## src/rtl/raymarch_frame_sequencer_if.sv

```systemverilog
// rtl/raymarch_frame_sequencer_if.sv - pixel output stream tap seen by the frame sequencer
interface raymarch_frame_sequencer_if;
  logic pix_valid;
  logic pix_ready;
  logic pix_sof;
  logic pix_eol;

  modport master (output pix_valid, output pix_ready, output pix_sof, output pix_eol);
  modport slave  (input  pix_valid, input  pix_ready, input  pix_sof, input  pix_eol);
endinterface

```

## src/rtl/raymarch_frame_sequencer.sv

```systemverilog
// rtl/raymarch_frame_sequencer.sv - frame sequencing, staged/active scene config, pixel-stream alignment check
module raymarch_frame_sequencer #(
  parameter int WIDTH   = 640,
  parameter int HEIGHT  = 480,
  parameter int COORD_W = 16
) (
  input  logic                    clk,
  input  logic                    rst,
  input  logic                    run_en,
  input  logic                    single_shot,
  input  logic                    cfg_commit,
  input  logic [2:0][COORD_W-1:0] light_pos_in,
  input  logic [2:0][COORD_W-1:0] camera_forward_in,
  input  logic [2:0][COORD_W-1:0] camera_right_in,
  input  logic [2:0][COORD_W-1:0] camera_up_in,
  input  logic [2:0][COORD_W-1:0] ray_origin_in,
  input  logic [2:0]              sdf_sel_in,
  raymarch_frame_sequencer_if.slave pix,
  output logic [2:0][COORD_W-1:0] light_pos,
  output logic [2:0][COORD_W-1:0] camera_forward,
  output logic [2:0][COORD_W-1:0] camera_right,
  output logic [2:0][COORD_W-1:0] camera_up,
  output logic [2:0][COORD_W-1:0] ray_origin,
  output logic [2:0]              sdf_sel,
  output logic                    pipe_rst,
  output logic                    busy,
  output logic                    commit_pending,
  output logic                    frame_done,
  output logic [15:0]             frame_count,
  output logic                    err_sync
);
  localparam int CW = (WIDTH  > 1) ? $clog2(WIDTH)  : 1;
  localparam int RW = (HEIGHT > 1) ? $clog2(HEIGHT) : 1;

  typedef enum logic [2:0] {IDLE, LOAD_A, LOAD_B, RUN, DONE} state_t;

  typedef struct packed {
    logic [2:0][COORD_W-1:0] light_pos;
    logic [2:0][COORD_W-1:0] camera_forward;
    logic [2:0][COORD_W-1:0] camera_right;
    logic [2:0][COORD_W-1:0] camera_up;
    logic [2:0][COORD_W-1:0] ray_origin;
    logic [2:0]              sdf_sel;
  } cfg_t;

  state_t        state_q, state_d;
  cfg_t          cfg_in, staged_q, staged_d, active_q, active_d;
  logic          pending_q, pending_d, shot_q, shot_d;
  logic [CW-1:0] col_q, col_d;
  logic [RW-1:0] row_q, row_d;
  logic [15:0]   count_q, count_d;
  logic          err_q, err_d, pipe_rst_q, pipe_rst_d, busy_q, busy_d, done_q, done_d;
  logic          px_fire, last_col, last_px, start_req;

  assign cfg_in    = {light_pos_in, camera_forward_in, camera_right_in, camera_up_in,
                      ray_origin_in, sdf_sel_in};
  assign px_fire   = (state_q == RUN) && pix.pix_valid && pix.pix_ready;
  assign last_col  = (col_q == CW'(WIDTH - 1));
  assign last_px   = last_col && (row_q == RW'(HEIGHT - 1));
  // A pulse arriving this cycle starts a frame without waiting for shot_q to latch it.
  assign start_req = run_en || shot_q || single_shot;

  always_ff @(posedge clk or posedge rst) begin
    if (rst) state_q <= IDLE;
    else     state_q <= state_d;
  end

  always_comb begin
    state_d = state_q;
    case (state_q)
      IDLE:    if (start_req) state_d = LOAD_A;
      LOAD_A:  state_d = LOAD_B;
      LOAD_B:  state_d = RUN;
      RUN:     if (px_fire && last_px) state_d = DONE;
      DONE:    state_d = start_req ? LOAD_A : IDLE;
      default: state_d = IDLE;
    endcase
  end

  always_comb begin
    staged_d  = cfg_commit ? cfg_in : staged_q;
    active_d  = active_q;
    pending_d = pending_q;
    if (state_q == LOAD_A && pending_q) begin
      active_d  = staged_q;
      pending_d = 1'b0;
    end
    // A commit landing in LOAD_A is staged for the following frame.
    if (cfg_commit) pending_d = 1'b1;
    shot_d = (shot_q || single_shot) && (state_d != LOAD_A);

    col_d = col_q;
    row_d = row_q;
    err_d = err_q;
    if (state_q == LOAD_A) begin
      col_d = '0;
      row_d = '0;
      err_d = 1'b0;
    end else if (px_fire) begin
      if ((pix.pix_sof != (col_q == '0 && row_q == '0)) || (pix.pix_eol != last_col))
        err_d = 1'b1;
      if (last_col) begin
        col_d = '0;
        row_d = row_q + 1'b1;
      end else begin
        col_d = col_q + 1'b1;
      end
    end

    pipe_rst_d = state_d inside {IDLE, LOAD_A, LOAD_B};
    busy_d     = (state_d != IDLE);
    done_d     = (state_d == DONE);
    count_d    = count_q + ((state_d == DONE) ? 16'd1 : 16'd0);
  end

  always_ff @(posedge clk or posedge rst) begin
    if (rst) begin
      staged_q   <= '0;
      active_q   <= '0;
      pending_q  <= 1'b0;
      shot_q     <= 1'b0;
      col_q      <= '0;
      row_q      <= '0;
      count_q    <= '0;
      err_q      <= 1'b0;
      pipe_rst_q <= 1'b1;
      busy_q     <= 1'b0;
      done_q     <= 1'b0;
    end else begin
      staged_q   <= staged_d;
      active_q   <= active_d;
      pending_q  <= pending_d;
      shot_q     <= shot_d;
      col_q      <= col_d;
      row_q      <= row_d;
      count_q    <= count_d;
      err_q      <= err_d;
      pipe_rst_q <= pipe_rst_d;
      busy_q     <= busy_d;
      done_q     <= done_d;
    end
  end

  assign light_pos      = active_q.light_pos;
  assign camera_forward = active_q.camera_forward;
  assign camera_right   = active_q.camera_right;
  assign camera_up      = active_q.camera_up;
  assign ray_origin     = active_q.ray_origin;
  assign sdf_sel        = active_q.sdf_sel;
  assign pipe_rst       = pipe_rst_q;
  assign busy           = busy_q;
  assign commit_pending = pending_q;
  assign frame_done     = done_q;
  assign frame_count    = count_q;
  assign err_sync       = err_q;
endmodule

```

## src/flat_wrapper.sv

```systemverilog
// flat-port wrapper written by rule: the top's interface ports become plain ports
module raymarch_frame_sequencer_flat 
#(
  parameter int WIDTH   = 640,
  parameter int HEIGHT  = 480,
  parameter int COORD_W = 16
)
  (clk, rst, run_en, single_shot, cfg_commit, light_pos_in, camera_forward_in, camera_right_in, camera_up_in, ray_origin_in, sdf_sel_in, light_pos, camera_forward, camera_right, camera_up, ray_origin, sdf_sel, pipe_rst, busy, commit_pending, frame_done, frame_count, err_sync, pix_pix_valid, pix_pix_ready, pix_pix_sof, pix_pix_eol);
  raymarch_frame_sequencer_if pix_i ();
  input  logic clk;
  input  logic rst;
  input  logic run_en;
  input  logic single_shot;
  input  logic cfg_commit;
  input  logic [2:0][COORD_W-1:0] light_pos_in;
  input  logic [2:0][COORD_W-1:0] camera_forward_in;
  input  logic [2:0][COORD_W-1:0] camera_right_in;
  input  logic [2:0][COORD_W-1:0] camera_up_in;
  input  logic [2:0][COORD_W-1:0] ray_origin_in;
  input  logic [2:0] sdf_sel_in;
  output logic [2:0][COORD_W-1:0] light_pos;
  output logic [2:0][COORD_W-1:0] camera_forward;
  output logic [2:0][COORD_W-1:0] camera_right;
  output logic [2:0][COORD_W-1:0] camera_up;
  output logic [2:0][COORD_W-1:0] ray_origin;
  output logic [2:0] sdf_sel;
  output logic pipe_rst;
  output logic busy;
  output logic commit_pending;
  output logic frame_done;
  output logic [15:0] frame_count;
  output logic err_sync;
  input wire logic [$bits(pix_i.pix_valid)-1:0] pix_pix_valid;
  input wire logic [$bits(pix_i.pix_ready)-1:0] pix_pix_ready;
  input wire logic [$bits(pix_i.pix_sof)-1:0] pix_pix_sof;
  input wire logic [$bits(pix_i.pix_eol)-1:0] pix_pix_eol;
  assign pix_i.pix_valid = pix_pix_valid;
  assign pix_i.pix_ready = pix_pix_ready;
  assign pix_i.pix_sof = pix_pix_sof;
  assign pix_i.pix_eol = pix_pix_eol;
  raymarch_frame_sequencer #(.WIDTH(WIDTH), .HEIGHT(HEIGHT), .COORD_W(COORD_W)) u_core (.clk(clk), .rst(rst), .run_en(run_en), .single_shot(single_shot), .cfg_commit(cfg_commit), .light_pos_in(light_pos_in), .camera_forward_in(camera_forward_in), .camera_right_in(camera_right_in), .camera_up_in(camera_up_in), .ray_origin_in(ray_origin_in), .sdf_sel_in(sdf_sel_in), .pix(pix_i), .light_pos(light_pos), .camera_forward(camera_forward), .camera_right(camera_right), .camera_up(camera_up), .ray_origin(ray_origin), .sdf_sel(sdf_sel), .pipe_rst(pipe_rst), .busy(busy), .commit_pending(commit_pending), .frame_done(frame_done), .frame_count(frame_count), .err_sync(err_sync));
endmodule
```

## config.mk

```make
export PLATFORM = sky130hd
export DESIGN_NAME = raymarch_frame_sequencer_flat
export DESIGN_NICKNAME = d
export VERILOG_FILES = /design/src/rtl/raymarch_frame_sequencer_if.sv /design/src/rtl/raymarch_frame_sequencer.sv /design/src/flat_wrapper.sv
export SDC_FILE = /design/constraint.sdc
export NUM_CORES = 1
export LEC_CHECK = 0
export CORE_MARGIN = 4
export CORE_UTILIZATION = 46
export CTS_BUF_LIST = sky130_fd_sc_hd__clkbuf_8
export CTS_CLUSTER_DIAMETER = 80
export DETAILED_ROUTE_END_ITERATION = 7
export PLACE_DENSITY = 0.86
export RECOVER_POWER = 100
export SLEW_MARGIN = 25
export SYNTH_ARGS = -nofsm -noshare
export SYNTH_HDL_FRONTEND = slang
export SYNTH_SLANG_ARGS = --single-unit
export TNS_END_PERCENT = 100
```

## constraint.sdc

```tcl
create_clock -name clk -period 20 [get_ports clk]
set_clock_uncertainty 0.1 [all_clocks]
set_input_delay 6 -clock clk [delete_from_list [all_inputs] [get_ports clk]]
set_output_delay 6 -clock clk [all_outputs]
set_load 0.03 [all_outputs]
```

### Word-level counts from Yosys, hierarchy flattened

Index checks and enable logic that the tools add are counted.

| word-level totals | value |
|---|---|
| register bits after elaboration | 530 |
| input port bits | 252 |
| logic and storage cells | 96 |

| cells by class | value |
|---|---|
| add/sub/neg operators | 3 |
| eq/ne operators | 12 |
| muxes and demuxes | 16 |
| reductions and logical operators | 23 |

Operators with widths:

| cell | number |
|---|---|
| $mux 10 | 3 |
| $mux 9 | 3 |
| $add 16x16->16 | 1 |
| $pmux 3 s5 | 1 |
| $add 10x1->10 const B | 1 |
| $eq 10x10->1 const B | 1 |
| $logic_not 10->1 | 1 |
| $add 9x1->9 const B | 1 |
| $eq 3x2->1 const B | 3 |
| $eq 9x9->1 const B | 1 |
| $logic_not 9->1 | 1 |
| $reduce_bool 2->1 | 4 |
| $logic_and 1x1->1 | 7 |
| $mux 1 | 7 |
| $eq 3x1->1 const B | 2 |
| $eq 3x3->1 const B | 2 |
| $logic_not 3->1 | 2 |
| $mux 3 | 2 |
| $reduce_bool 3->1 | 2 |
| $logic_or 1x1->1 | 4 |
| $reduce_and 2->1 | 2 |
| $ne 3x1->1 const B | 1 |
| $ne 1x1->1 | 2 |

### Depth between registers and ports, before layout

Gate-level depths: netlist of the first run.

| logic depth | value |
|---|---|
| depth in word-level cells | 9 |
| gate-level depth with buffers | 10 |
| gate-level depth less buffers | 10 |

### Worst setup path after synthesis of the first run

Ideal clock, no wire load.

| timing path | value |
|---|---|
| kind | input-to-reg |
| start | input port pix_pix_ready |
| end | register u_core.count_q[10] (netlist: u_core.frame_count[10]) |
| setup time | 0.134 ns |
| data arrival time | 7.700 ns |
| data required time | 19.766 ns |
| slack | 12.066 ns |
| stages on the path | 9 |
| path through | nand3_1 > or2_2 > nor4_4 > ha_1 > ha_1 > nand2_1 > nor2_1 > nand2_1 > xnor2_1 |

| between the ends | value |
|---|---|
| longest elaborated chain between the ends | 7 |

RTL lines:

| what | RTL line | RTL |
|---|---|---|
| start, declared | flat_wrapper.sv:34 | `input wire logic [$bits(pix_i.pix_ready)-1:0] pix_pix_ready;` |
| $logic_and 1x1->1 | raymarch_frame_sequencer.sv:57 | `assign px_fire = (state_q == RUN) && pix.pix_valid && pix.pix_ready;` |
| $logic_and 1x1->1 | raymarch_frame_sequencer.sv:74 | `RUN: if (px_fire && last_px) state_d = DONE;` |
| $mux 3 | raymarch_frame_sequencer.sv:74 |  |
| $pmux 3 s5 | raymarch_frame_sequencer.sv:70 | `case (state_q)` |
| $eq 3x3->1 | -- |  |
| net u_core.done_d | raymarch_frame_sequencer.sv:52 | `logic err_q, err_d, pipe_rst_q, pipe_rst_d, busy_q, busy_d, done_q, done_d;` |
| $mux 1 | raymarch_frame_sequencer.sv:113 | `count_d = count_q + ((state_d == DONE) ? 16'd1 : 16'd0);` |
| $add 16x16->16 | raymarch_frame_sequencer.sv:113 |  |
| net u_core.count_d[10] | raymarch_frame_sequencer.sv:51 | `logic [15:0] count_q, count_d;` |
| end signal, assigned | raymarch_frame_sequencer.sv:136 | `count_q <= count_d;` |
| end, declared | raymarch_frame_sequencer.sv:51 |  |

The timed path passes the listed nets, and every way through them passes these cells.
A chain may end at the register's enable or synchronous reset.

### Worst setup path in the final report of the first run

| timing path | value |
|---|---|
| start | input port cfg_commit |
| end | register u_core.staged_q[231] (netlist name) |

RTL lines:

| what | RTL line | RTL |
|---|---|---|
| start, declared | flat_wrapper.sv:14 | `input logic cfg_commit;` |
| end signal, assigned | raymarch_frame_sequencer.sv:130 | `staged_q <= staged_d;` |
| end, declared | raymarch_frame_sequencer.sv:47 | `cfg_t cfg_in, staged_q, staged_d, active_q, active_d;` |

No word-level cell between the ends.

==> summary.txt, run 1 <==
share of layout cells above drive strength 1 - 0.208
largest net degree at the start of global routing - 187
drt first pass iters - 4
Post-synth EDFFs - 0
# rows - 76
crit path capture type - register
post-synth net total - 1487
crit path kind - primary input to register
async set-reset flop share out of synthesis - 1.00
worst vdd ir - 65.8 uV
CTS tree - built
average size of a mapped cell - 16.3 sq um
Hold Path Class - register to register
Fillers - 3025
clk sinks - 530
antenna violations before repair - 6
die height - 217 um
fmax - 75.4 MHz
Final Max Tran Viols - 581
Critical Path AT - 13670 ps
CTS Buffer Depth - 3
H-tree levels - 3
antenna viol nets, final - 0
drc violations - 0
GPL Wtd Cong - 0.819
top cell type's share of synthesized area - 0.662
top cells by count, synth - 529 x dfrtp_1, 243 x mux2_1, 243 x mux2_2
GR Util All Layers - 0.214
total gr overflow - 0
setup tns final - 0 ps
setup bufs post-CTS - 0
max-cap viol count - 10
Worst-Margin Slew - 5020 ps
Synth area leader - dfrtp_1
vias per cell - 5.03
worst skew pair latency - 650 ps
CP Launch Type - primary input
FF+latch count, synth - 530
Mapped Cells - 1229
I/O pin cnt - 516
PD cells - 82.6 mW/mm^2
Port Buffers - 515
DRT iter0 DRCs - 641
die area - 0.0469 sq mm
RSZ-0062 raised after global routing - no
nets - 2049
min Tclk post-route - 13260 ps
min-delay src - u_core.staged_q[151]
final setup fails - 0
critical-path maximum fanout - 88
core area - 0.0431 sq mm
Syn. warnings - 0
Die W - 217 um
vias - 12300
outcome - finished, violations left
critical register-to-register path startpoint - u_core.state_q[2]
CTS root buf - clkbuf_8
synth-to-layout area growth - 37.7%
CTS resizes - 0
Worst-path clk slew - 60 ps
Data required, critical path - 20410 ps
Synth Flop Type - dfrtp_1
Hold Fails Final Rpt - 0
LEAKAGE - 0.0137 uW
final worst path period share - 0.663
Worst slew margin - -2.35
Yosys cell types - 41
synthesized area - 0.0200 sq mm
Final HPWL DP - 34300 um
sequential fraction of the synthesis area - 0.663
power after layout - 2280 uW
initial core utilization - 0.464
CTS buffer count - 88
failing checks - max-capacitance violations, max-slew violations
first-pass GRT wire length - 78700 um
R2R Setup Slk - 9230 ps
WL final - 50100 um
Wirelength per Cell - 20.4 um
cts-stage hold buffer count - 0
number of global-route vias before repair - 13900
top cells by area, synth - dfrtp_1 66%, mux2_1 14%, mux2_2 14%
Critical Path Source - cfg_commit
most instantiated library cell after synthesis - dfrtp_1
## cell families after synthesis
logic type                 share of synthesized area
xor gates and xnor gates                      0.0123
AOI/OAI and AO/OA                            0.00582
adders and majority gates                    0.00375
DFF                                            0.663
buffers and inverters                         0.0142
and+or+nand+nor                               0.0268
muxes                                          0.274
## stage by stage
step | cell area (sq um) | setup WS [ps] | util | hold slack (ps) | std cells
floorplan | 20000 | 6700 | - | 360 | 1229
global placement | 25700 | 9990 | 0.597 | 366 | 2281
detailed placement | 25700 | 9860 | 0.597 | 374 | 2281
CTS | 27600 | 10610 | 0.640 | 385 | 2440
global route | 27500 | 6240 | 0.639 | 392 | 2449
finish | 27500 | 6740 | 0.639 | 376 | 2449
## flip-flops by register name (all words and copies together), names as in the netlist, 3 cells and up
register and cells:
u_core.camera_up 48, u_core.light_pos 48, u_core.sdf_sel 3, u_core.camera_right 48, u_core.col_q 10, u_core.camera_forward 48
u_core.staged_q 243, u_core.state_q 3, u_core.row_q 9, u_core.frame_count 16, u_core.ray_origin 48
## power breakdown
| part | total, uW | switching [uW] | internal [uW] |
|---|---|---|---|
| Combinational | 155 | 58.1 | 96.7 |
| Clock | 962 | 422 | 540 |
| Sequential | 1160 | 32.8 | 1130 |
## path summary, 6_finish.rpt
check	to	cells past startpoint
worst max-delay path	u_core.staged_q[231]	5
worst min-delay path	u_core.camera_forward[4]	1
worst max register to register	u_core.camera_up[47]	6
worst min register to register	u_core.camera_forward[4]	1
max in group asynchronous	u_core.busy	7
min in group asynchronous	u_core.staged_q[137]	2
## routing by layer
layer  global-route usage  vias up  part of all wire
li1                     -     5474                 -
met4               0.0967        4             0.041
met1                0.246     6280              0.38
met3               0.0837      119             0.085
met2                0.355      450              0.50
met5                    0        -           0.00034
## worst max-delay path, stage by stage
cell	delay [ps]
clkbuf_1	1680
clkbuf_1	3610
buf_4	1130
buf_4	690
mux2_2	410
## cell type report
cell class	instances	area, sq um	area share
diodes	4	10.0	0.000363
clock buffers	122	1680	0.0610
clock inverters	37	156	0.00568
inverters	5	20.0	0.000727
multi-input cells	636	6430	0.234
flip-flops and latches	530	13300	0.482
well taps	585	732	0.0266
repair buffers	530	5250	0.191
## cell usage in the layout, fill, tap and decap left out, drive strengths merged, types with 2 or more instances in the layout
master / instances
mux2: 486
clkdlybuf4s50: 247
o21ai: 5
nand3: 16
and4: 2
o31a: 2
nand4: 7
xnor2: 14
diode: 4
and2: 2
nand2: 18
dfrtp: 529
or3: 4
clkinv: 10
nor2: 23
nand4b: 3
ha: 6
xor2: 14
and3: 9
a21oi: 7
dlygate4sd3: 267
buf: 5
nand2b: 2
clkbuf: 133
nor4: 6
inv: 31
(Power assumes the default switching activity.)
==> run 2: changes to the inputs <==
- clock period: 20 -> 12.1 ns (I/O delays scaled with it)
==> summary.txt, run 2 (same netlist as run 1, synthesis figures left out) <==
Worst-path clk slew - 60 ps
CTS root buf - clkbuf_8
failing checks - max-capacitance violations, max-slew violations
Final HPWL DP - 34300 um
Worst slew margin - -2.02
vias per cell - 5.06
setup tns final - 0 ps
CTS resizes - 0
Hold Path Class - register to register
CP Launch Type - primary input
CTS buffer count - 87
Critical Path AT - 8250 ps
GPL Wtd Cong - 0.820
slowest stage cell, crit path - clkbuf_1
routing usage on met1 - 0.247
worst path bufs/invs - 2
antenna viol nets, final - 0
Worst-Margin Slew - 4530 ps
die height - 217 um
M2 GR Usage - 0.361
worst vdd ir - 95.1 uV
crit-path leading delay family - buffers and inverters
nets - 2044
cts-stage hold buffer count - 0
Wirelength per Cell - 20.3 um
Die W - 217 um
Final Max Tran Viols - 283
DRT iter0 DRCs - 796
I/O pin cnt - 516
Cell Chain, Critical Path - buf_8 > clkbuf_1 > mux2_2
antenna violations before repair - 5
GR Util All Layers - 0.212
# rows - 76
CTS Buffer Depth - 3
power after layout - 3680 uW
number of global-route vias before repair - 13800
CP max stage delay - 3230 ps
final worst path period share - 0.645
outcome - finished, violations left
share of layout cells above drive strength 1 - 0.202
setup bufs post-CTS - 0
first-pass GRT wire length - 78400 um
worst skew pair latency - 640 ps
leading cell type in the layout, fill and taps excluded - dfrtp_1
H-tree levels - 3
die area - 0.0469 sq mm
crit path kind - primary input to register
initial core utilization - 0.464
min Tclk post-route - 7800 ps
met3 Track Usage GR - 0.0781
total gr overflow - 0
Data required, critical path - 12550 ps
Port Buffers - 515
crit path capture type - register
core area - 0.0431 sq mm
WL final - 49500 um
drc violations - 0
Hold Fails Final Rpt - 0
RSZ-0062 raised after global routing - no
critical-path maximum fanout - 110
CTS tree - built
vias - 12300
Largest Register - u_core.staged_q
LEAKAGE - 0.0136 uW
max-cap viol count - 5
largest net degree at the start of global routing - 194
Placed Area - 0.0257 sq mm
max reg flops - 243
fmax - 128 MHz
Post-Layout Inst Area - 0.0275 sq mm
final setup fails - 0
clk sinks - 530
commonest cells after routing, fill and taps aside - 529 x dfrtp_1, 267 x dlygate4sd3_1, 247 x clkdlybuf4s50_1
synth-to-layout area growth - 37.3%
drt first pass iters - 4
PD cells - 134 mW/mm^2
busiest grt layer - met2
-- run 2: changes by cell type in the layout (fill, tap and decap cells not counted), sizes merged --
| cell | previous run | this run |
|---|---|---|
| diode | 4 | 5 |
| clkinv | 10 | 2 |
| inv | 31 | 35 |
| buf | 5 | 8 |
| clkbuf | 133 | 117 |
| clkinvlp | 1 | 4 |
-- run 2: report_power, final --
part           switching, uW  internal (uW)
combinational           95.6            161
sequential              54.2           1860
clock                    674            828
total                    824           2850
-- run 2: per-stage QoR --
step / setup WS [ps] / hold slack, ps / util / instances
CTS: 6230 / 371 / 0.637 / 2428
global placement: 5600 / 364 / 0.597 / 2279
finish: 4300 / 375 / 0.638 / 2436
detailed placement: 5500 / 374 / 0.597 / 2279
global route: 4010 / 389 / 0.638 / 2435
floorplan: 1170 / 360 / - / 1229
-- run 2: layer usage --
layer  wire, um  vias to the layer above
li1           -                     5480
met2      25300                      427
met5          0                        -
met3       4050                       84
met1      18800                     6329
met4       1350                        0
-- run 2: worst paths after layout --
path	from	to	slack, ps	cells past startpoint
min in group asynchronous	rst	u_core.staged_q[126]	3420	2
hold reg to reg	u_core.camera_right[5]	u_core.camera_right[5]	370	1
max in group asynchronous	rst	u_core.light_pos[41]	5010	6
setup reg to reg	u_core.state_q[2]	u_core.camera_right[23]	4660	5
hold / removal	u_core.camera_right[5]	u_core.camera_right[5]	370	1
setup / recovery	cfg_commit	u_core.staged_q[237]	4300	3
-- run 2: layout make-up --
type | count | area [sq um]
fill | 3042 | 15600
sequential | 530 | 13300
multi-input combinational | 636 | 6430
timing repair buffer | 526 | 5310
clock buffer | 113 | 1560
tap | 585 | 732
clock inverter | 36 | 153
inverter | 5 | 20.0
antenna | 5 | 12.5
